File: config.mk
export PLATFORM = sky130hd
export DESIGN_NAME = iiitb_tlc_vsense_flat
export DESIGN_NICKNAME = d
export VERILOG_FILES = /design/src/rtl/iiitb_tlc_vsense_if.sv /design/src/rtl/iiitb_tlc_vsense.sv /design/src/flat_wrapper.sv
export SDC_FILE = /design/constraint.sdc
export NUM_CORES = 1
export LEC_CHECK = 0
export BUFFER_PORTS_ARGS = -buffer_cell sky130_fd_sc_hd__buf_4
export CAP_MARGIN = 20
export CORE_ASPECT_RATIO = 1.4
export CORE_MARGIN = 3
export CORE_UTILIZATION = 30
export DETAILED_ROUTE_END_ITERATION = 10
export GPL_TIMING_DRIVEN = 0
export PLACE_DENSITY = 0.43
export SLEW_MARGIN = 5
export SYNTH_ARGS = -nofsm -noshare
export SYNTH_HDL_FRONTEND = slang
export SYNTH_SLANG_ARGS = --single-unit
File: constraint.sdc
create_clock -name clk -period 2 [get_ports clk]
set_input_delay 0.4 -clock clk [delete_from_list [all_inputs] [get_ports clk]]
set_output_delay 0.4 -clock clk [all_outputs]
set_load 0.005 [all_outputs]
File: src/rtl/iiitb_tlc_vsense_if.sv
// Bundle of the detector, light and request signals that pass between the
// farm-road vehicle sensor and the traffic light controller side.
interface iiitb_tlc_vsense_if;
   logic       loop_raw;
   logic       exit_raw;
   logic [2:0] light_farm;
   logic       sensor;
   logic [3:0] vehicle_count;
   logic       err;
   logic [1:0] state;

   modport master (
      output loop_raw,
      output exit_raw,
      output light_farm,
      input  sensor,
      input  vehicle_count,
      input  err,
      input  state
   );

   modport slave (
      input  loop_raw,
      input  exit_raw,
      input  light_farm,
      output sensor,
      output vehicle_count,
      output err,
      output state
   );
endinterface

File: src/rtl/iiitb_tlc_vsense.sv
// Farm-road vehicle sensor: synchronises and debounces the arrival/exit
// detectors, keeps a saturating queue count and raises a registered request.
module iiitb_tlc_vsense #(
   parameter int DEBOUNCE_CYCLES = 4,
   parameter int HOLDOFF_CYCLES  = 8
) (
   input  logic                clk,
   input  logic                rst,
   iiitb_tlc_vsense_if.slave   vs
);

   typedef enum logic [1:0] {
      ST_IDLE    = 2'd0,
      ST_REQUEST = 2'd1,
      ST_SERVING = 2'd2,
      ST_HOLDOFF = 2'd3
   } state_t;

   localparam logic [3:0] DB_LAST   = 4'(DEBOUNCE_CYCLES - 1);
   localparam logic [7:0] HOLD_LOAD = 8'(HOLDOFF_CYCLES);

   // Channel 0 is the arrival loop, channel 1 the exit detector.
   logic [1:0] w_raw;
   logic [1:0] w_event;

   assign w_raw = {vs.exit_raw, vs.loop_raw};

   genvar gi;
   generate
      for (gi = 0; gi < 2; gi++) begin : g_ch
         logic       r_s1;
         logic       r_s2;
         logic       r_filt;
         logic       r_filt_prev;
         logic [3:0] r_db_cnt;

         always_ff @(posedge clk or posedge rst) begin
            if (rst) begin
               r_s1        <= 1'b0;
               r_s2        <= 1'b0;
               r_filt      <= 1'b0;
               r_filt_prev <= 1'b0;
               r_db_cnt    <= 4'd0;
            end else begin
               r_s1        <= w_raw[gi];
               r_s2        <= r_s1;
               r_filt_prev <= r_filt;
               if (r_s2 != r_filt) begin
                  if (r_db_cnt == DB_LAST) begin
                     r_filt   <= r_s2;
                     r_db_cnt <= 4'd0;
                  end else begin
                     r_db_cnt <= r_db_cnt + 4'd1;
                  end
               end else begin
                  r_db_cnt <= 4'd0;
               end
            end
         end

         // Only accepted rising levels count as a vehicle event.
         assign w_event[gi] = r_filt & ~r_filt_prev;
      end
   endgenerate

   logic [3:0] r_count;
   logic       r_err;
   logic [3:0] w_count_next;
   logic       w_err_next;

   always_comb begin
      w_count_next = r_count;
      w_err_next   = r_err;
      case (w_event)
         2'b01: begin
            if (r_count == 4'd15) w_err_next = 1'b1;
            else                  w_count_next = r_count + 4'd1;
         end
         2'b10: begin
            if (r_count == 4'd0) w_err_next = 1'b1;
            else                 w_count_next = r_count - 4'd1;
         end
         default: begin
            w_count_next = r_count;
            w_err_next   = r_err;
         end
      endcase
   end

   always_ff @(posedge clk or posedge rst) begin
      if (rst) begin
         r_count <= 4'd0;
         r_err   <= 1'b0;
      end else begin
         r_count <= w_count_next;
         r_err   <= w_err_next;
      end
   end

   logic   w_farm_green;
   logic   w_queued;
   state_t r_state;
   state_t w_state_next;
   logic [7:0] r_hold;
   logic [7:0] w_hold_next;

   assign w_farm_green = (vs.light_farm == 3'b001);
   assign w_queued     = (r_count != 4'd0);

   always_ff @(posedge clk or posedge rst) begin
      if (rst) begin
         r_state <= ST_IDLE;
         r_hold  <= 8'd0;
      end else begin
         r_state <= w_state_next;
         r_hold  <= w_hold_next;
      end
   end

   always_comb begin
      w_state_next = r_state;
      w_hold_next  = r_hold;
      case (r_state)
         ST_IDLE: begin
            if (w_queued) w_state_next = ST_REQUEST;
         end
         ST_REQUEST: begin
            if (w_farm_green) w_state_next = ST_SERVING;
         end
         ST_SERVING: begin
            if (!w_farm_green) begin
               w_state_next = ST_HOLDOFF;
               w_hold_next  = HOLD_LOAD;
            end
         end
         ST_HOLDOFF: begin
            // The count seen here is the one registered at this edge.
            if (r_hold <= 8'd1) begin
               w_hold_next  = 8'd0;
               w_state_next = w_queued ? ST_REQUEST : ST_IDLE;
            end else begin
               w_hold_next = r_hold - 8'd1;
            end
         end
         default: begin
            w_state_next = ST_IDLE;
            w_hold_next  = 8'd0;
         end
      endcase
   end

   assign vs.sensor        = (r_state == ST_REQUEST) ||
                             ((r_state == ST_SERVING) && w_queued);
   assign vs.vehicle_count = r_count;
   assign vs.err           = r_err;
   assign vs.state         = r_state;

endmodule

File: src/flat_wrapper.sv
// flat-port wrapper written by rule: the top's interface ports become plain ports
module iiitb_tlc_vsense_flat 
#(
   parameter int DEBOUNCE_CYCLES = 4,
   parameter int HOLDOFF_CYCLES  = 8
)
  (clk, rst, vs_loop_raw, vs_exit_raw, vs_light_farm, vs_sensor, vs_vehicle_count, vs_err, vs_state);
  iiitb_tlc_vsense_if vs_i ();
  input  logic clk;
  input  logic rst;
  input wire logic [$bits(vs_i.loop_raw)-1:0] vs_loop_raw;
  input wire logic [$bits(vs_i.exit_raw)-1:0] vs_exit_raw;
  input wire logic [$bits(vs_i.light_farm)-1:0] vs_light_farm;
  output wire logic [$bits(vs_i.sensor)-1:0] vs_sensor;
  output wire logic [$bits(vs_i.vehicle_count)-1:0] vs_vehicle_count;
  output wire logic [$bits(vs_i.err)-1:0] vs_err;
  output wire logic [$bits(vs_i.state)-1:0] vs_state;
  assign vs_i.loop_raw = vs_loop_raw;
  assign vs_i.exit_raw = vs_exit_raw;
  assign vs_i.light_farm = vs_light_farm;
  assign vs_sensor = vs_i.sensor;
  assign vs_vehicle_count = vs_i.vehicle_count;
  assign vs_err = vs_i.err;
  assign vs_state = vs_i.state;
  iiitb_tlc_vsense #(.DEBOUNCE_CYCLES(DEBOUNCE_CYCLES), .HOLDOFF_CYCLES(HOLDOFF_CYCLES)) u_core (.clk(clk), .rst(rst), .vs(vs_i));
endmodule
After elaboration in Yosys (flattened, before gate mapping)
Cells that the tools add are included.
{"block": "classes", "add_sub_neg": 5, "magnitude_cmp": 1, "eq_ne": 19, "mux": 19, "bitwise_logic": 4, "n_reduce_logical": 13}
{"cell": "$mux W4", "n": 6}
{"cell": "$mux W8", "n": 2}
{"cell": "$pmux W8 S2", "n": 1}
{"cell": "$add A4 B1 Y4 const B", "n": 3}
{"cell": "$ne A2 B1 Y1 const B", "n": 5}
{"cell": "$eq A4 B2 Y1 const B", "n": 2}
{"cell": "$le A8 B1 Y1 const B", "n": 1}
{"cell": "$mux W2", "n": 4}
{"cell": "$pmux W2 S4", "n": 1}
{"cell": "$pmux W4 S2", "n": 1}
{"cell": "$sub A8 B1 Y8 const B", "n": 1}
{"cell": "$eq A2 B2 Y1 const B", "n": 3}
{"cell": "$ne A2 B2 Y1 const B", "n": 3}
{"cell": "$reduce_and A2 Y1", "n": 3}
{"cell": "$reduce_and A3 Y1", "n": 2}
{"cell": "$eq A2 B1 Y1 const B", "n": 2}
{"cell": "$eq A4 B4 Y1 const B", "n": 1}
{"cell": "$logic_not A4 Y1", "n": 1}
{"cell": "$reduce_and A4 Y1", "n": 1}
{"cell": "$reduce_bool A2 Y1", "n": 2}
{"cell": "$reduce_bool A4 Y1", "n": 1}
{"cell": "$sub A4 B1 Y4 const B", "n": 1}
{"cell": "$eq A3 B1 Y1 const B", "n": 1}
{"cell": "$mux W1", "n": 3}
{"cell": "7 further kinds", "n": 10}
{"block": "word_totals", "register_bits": 31, "inputBits": 7, "output_inout_bits": 8, "elab_cells": 75}

Depth between registers and ports, before layout
{"block": "depth", "depth_word": 5, "depth_mapped": 8}

Least setup slack after synthesis
OpenSTA, ideal clock, no wires.
{"block": "synth_timing", "kind": "register to register", "from": "register u_core.r_hold[0]", "to": "register u_core.r_state[1] (netlist: u_core.vs.state[1])", "setup_ps": 125, "arrival_ps": 1645, "t_required_ps": 1875, "slack_ps": 230, "path_stages_with_launch": 7, "n_path_buf": 0, "cell_sequence": "dfrtp_1 inv_1 ha_1 or2_1 a31oi_4 nand3b_1 mux2_4"}
{"block": "synth_between", "elab_chain_cells": 3}
{"element": "start, declared", "line": "iiitb_tlc_vsense.sv:104", "source": "logic [7:0] r_hold;"}
{"element": "start signal, assigned", "line": "iiitb_tlc_vsense.sv:116", "source": "r_hold <= w_hold_next;"}
{"element": "$le A8 B1 Y1", "line": "iiitb_tlc_vsense.sv:138", "source": "if (r_hold <= 8'd1) begin"}
{"element": "$ne A2 B1 Y1 (no line)"}
{"element": "$reduce_and A4 Y1 (no line)"}
{"element": "end signal, assigned", "line": "iiitb_tlc_vsense.sv:115", "source": "r_state <= w_state_next;"}
{"element": "end, declared", "line": "iiitb_tlc_vsense.sv:102", "source": "state_t r_state;"}
No other way between the ends.
A chain may end at the register's enable or synchronous reset.

Worst setup path after layout
{"block": "layout_timing", "from": "register u_core.r_count[0] (netlist: u_core.vs.vehicle_count[0])", "to": "output vs_sensor"}
{"block": "layout_between", "elab_chain_cells": 3}
{"element": "start, declared", "line": "iiitb_tlc_vsense.sv:66", "source": "logic [3:0] r_count;"}
{"element": "start signal, assigned", "line": "iiitb_tlc_vsense.sv:95", "source": "r_count <= w_count_next;"}
{"element": "$reduce_bool A4 Y1", "line": "iiitb_tlc_vsense.sv:108", "source": "assign w_queued = (r_count != 4'd0);"}
{"element": "$logic_and A1 B1 Y1", "line": "iiitb_tlc_vsense.sv:153", "source": "((r_state == ST_SERVING) && w_queued);"}
{"element": "$logic_or A1 B1 Y1", "line": "iiitb_tlc_vsense.sv:152", "source": "assign vs.sensor = (r_state == ST_REQUEST) ||"}
{"element": "end, declared", "line": "flat_wrapper.sv:14", "source": "output wire logic [$bits(vs_i.sensor)-1:0] vs_sensor;"}
No other way between the ends.

==> reports/summary.txt <==
Fin Clk Skew: 0.00854 ns
Final #Nets: 196
YS warnings: 0
mux contribution to synthesized area: 3.58%
initial DRC count: 38
setup_tns: 0 ns
placed cell area: 0.00189 mm2
Register Area: 781 um2
Net Count, Synth: 171
Clock Pin Slew Worst Setup and Hold Paths: 0.07 ns
Worst-Skew Late Latency: 0.28 ns
DIE AREA: 0.00653 mm2
fin crit period: 1.94 ns
Routed WL: 3.00 mm
Diodes inserted: 0
worst vdd ir: 0.000602 V
final setup fails: 0
fraction of the cycle the final worst path needs: 97.1%
clock root cell: clkbuf_8
fmax: 0.515 GHz
initial antenna violation count: 0
initial core utilization: 31.8%
vias per inst: 4.82
Rows: 31
io pins: 15
pre-CTS setup slack: 0.0381 ns
Max stage delay cell, worst path: or4_4
Post-Synth Adder-Cell Area: 10.2%
Total GRT Usage: 9.78%
Power Density: 1620 mW/mm2
HP Class: in2async
placeable core area: 0.00528 mm2
Synth Area in XOR/XNOR: 3.66%
top-area cell type share of the netlist area: 46.3%
die span in y: 94.4 um
crit path kind: reg2out
vias: 1172
Critical Path AT: 1.54 ns
Final WS setup: 0.0572 ns
first-pass GRT wire length: 5.15 mm
Area growth, synth to finish: 20.5%
number of fill cells: 541
cell area after layout: 0.00202 mm2
RR Endpoint: u_core.vs.state[1]$_DFFE_PP0P_
vias in the first global route: 1186
Synth Area in Simple Gates: 19.7%
final hold violation count: 0
GPL Wtd Cong: 0.756
Synth Area in Compound Gates: 13.0%
RSZ-0062 raised after global routing: false
Avg Cell Area, Syn: 11.1 um2
grt total ovfl: 0
Horiz. Die Dim: 69.2 um
CTS Sinks: 31
Detailed Routing Iterations Pass 1: 5
FF-to-FF path depth: 6
R2R Path Start: u_core.r_hold[0]$_DFFE_PP0P_
critical path startpoint category: flip-flop
critical path capture point type: primary output
CTS buffer count: 5
Synth Instances: 151
status: complete, no violations
EDFF count, synth: 0
Final Max Tran Viols: 0
Netlist cell types: 40
CP Max Fanout: 2
Synth Flop Type: dfrtp_1
Area contributors post-synth: dfrtp_1 46%, ha_1 9.0%, inv_1 3.6%, a21oi_1 2.7%, mux2_2 2.7%
htree depth: 2
Seq cells post-synth: 31
area of the multi-input gates: 840 um2
CP cell instances: or4_4 -> a21o_1 -> buf_4
Synth top cells by count: 31 x dfrtp_1, 16 x inv_1, 12 x ha_1, 9 x a21oi_1, 8 x nand2_1
Reg2Reg Setup Slack: 0.07 ns
number of remaining DRC errors: 0
sequential element share of the synthesized area: 46.3%
largest family of logic cells by synthesized area: simple AND/OR/NAND/NOR gates
area leader, netlist: dfrtp_1
Antenna Nets Post-Route: 0
CTS tree: built
largest net degree at the start of global routing: 19
share of layout cells above drive strength 1: 24.9%
worst stage delay on the critical path: 0.55 ns
count leader, synth: dfrtp_1
Crit path required time: 1.60 ns
# hold bufs at CTS: 0
async set or reset register ratio after synthesis: 100%
PortBufs: 14
Final HPWL DP: 2.22 mm
synthesized area: 0.00168 mm2
worst-margin pin slew: 0.621 ns
Slew headroom: 58.3%
Clock Tree Buf Depth: 2
DR WL/cell: 12.3 um
leak pwr: 0.898 nW
# Max-Cap Violations: 0
-- stage by stage --
step                power, mW  cells  hold WS [ns]  util, %
global route             3.55    243         0.218     38.3
CTS                      3.29    242         0.217     38.1
detailed placement       2.70    232         0.347     35.8
floorplan                2.27    151         0.331        -
finish                   3.26    243         0.200     38.3
global placement         2.64    231         0.338     35.3
-- state kept, by name (all words and copies together) (netlist names) --
register / cells
u_core.vs.vehicle_count: 4
u_core.g_ch.r_filt: 2
u_core.vs.err: 1
u_core.r_hold: 8
u_core.g_ch.r_db_cnt: 8
u_core.vs.state: 2
u_core.g_ch.r_s2: 2
u_core.g_ch.r_filt_prev: 2
u_core.g_ch.r_s1: 2
-- worst max-delay path by stage --
| stage | from | end | slack (ns) | cells after the start |
|---|---|---|---|---|
| global placement | u_core.r_hold[0]$_DFFE_PP0P_ | u_core.vs.state[1]$_DFFE_PP0P_ | 0.07 | 6 |
| detailed placement | u_core.r_hold[0]$_DFFE_PP0P_ | u_core.vs.state[1]$_DFFE_PP0P_ | 0.04 | 6 |
| global route | u_core.g_ch[1].r_filt$_DFFE_PP0P_ | u_core.vs.vehicle_count[3]$_DFFE_PP0P_ | 0.002 | 8 |
| finish | u_core.vs.vehicle_count[0]$_DFFE_PP0P_ | vs_sensor | 0.06 | 3 |
| floorplan | u_core.r_hold[0]$_DFFE_PP0P_ | u_core.vs.state[1]$_DFFE_PP0P_ | 0.23 | 6 |
| CTS | u_core.vs.vehicle_count[3]$_DFFE_PP0P_ | vs_sensor | 0.003 | 3 |
-- layer usage --
metal	up-vias	routed length (um)	part of all wire, %	track usage (%)
met5	-	0	0	0
met2	29	1490	50	17.0
met4	0	46	1.5	5.05
li1	578	-	-	-
met3	4	129	4.3	2.45
met1	561	1330	44	11.0
-- power breakdown --
| part | internal, mW | total [mW] | switching, mW |
|---|---|---|---|
| logic | 0.800 | 1.66 | 0.857 |
| registers | 0.854 | 1.07 | 0.212 |
| clock network | 0.314 | 0.539 | 0.225 |
-- logic make-up after synthesis --
logic type,count (synthesis)
simple gates,50
flops,31
compound gates,29
buf+inv,16
fa+ha+maj,13
xor+xnor,7
mux,5
-- layout make-up --
class,count,area share (%)
multi-input cells,104,41.6
flip-flops and latches,31,38.7
repair buffers,18,7.69
clock buffers,8,4.96
well taps,66,4.09
inverters,16,2.98
-- timing repair --
action,in CTS,in global routing
resized for setup,2,2
buffers inserted,2,1
setup endpoints to repair,1,2
-- critical path: cells and delay by family (launching register included) --
family	cells	cell delay [ns]
buffers and inverters	1	0.13
AO/OA/AOI/OAI	1	0.19
AND/OR/NAND/NOR	1	0.55
flip-flops	1	0.40
-- layout by cell type, fill, tap and decap left out, types with 2 or more instances in the layout --
master	count
inv_1	16
dfrtp_1	27
a21oi_1	9
nor3_1	3
nor4_4	2
nand2b_1	5
nor3b_1	2
clkbuf_8	7
nor2b_1	3
nor2_1	6
nand4_1	2
nand2_1	8
o21ai_0	4
buf_4	17
nand3_1	7
xor2_1	2
ha_1	12
xnor2_1	5
o22ai_1	5
mux2_2	4
dfrtp_2	4
nand3b_1	4
(Power assumes the default switching activity.)
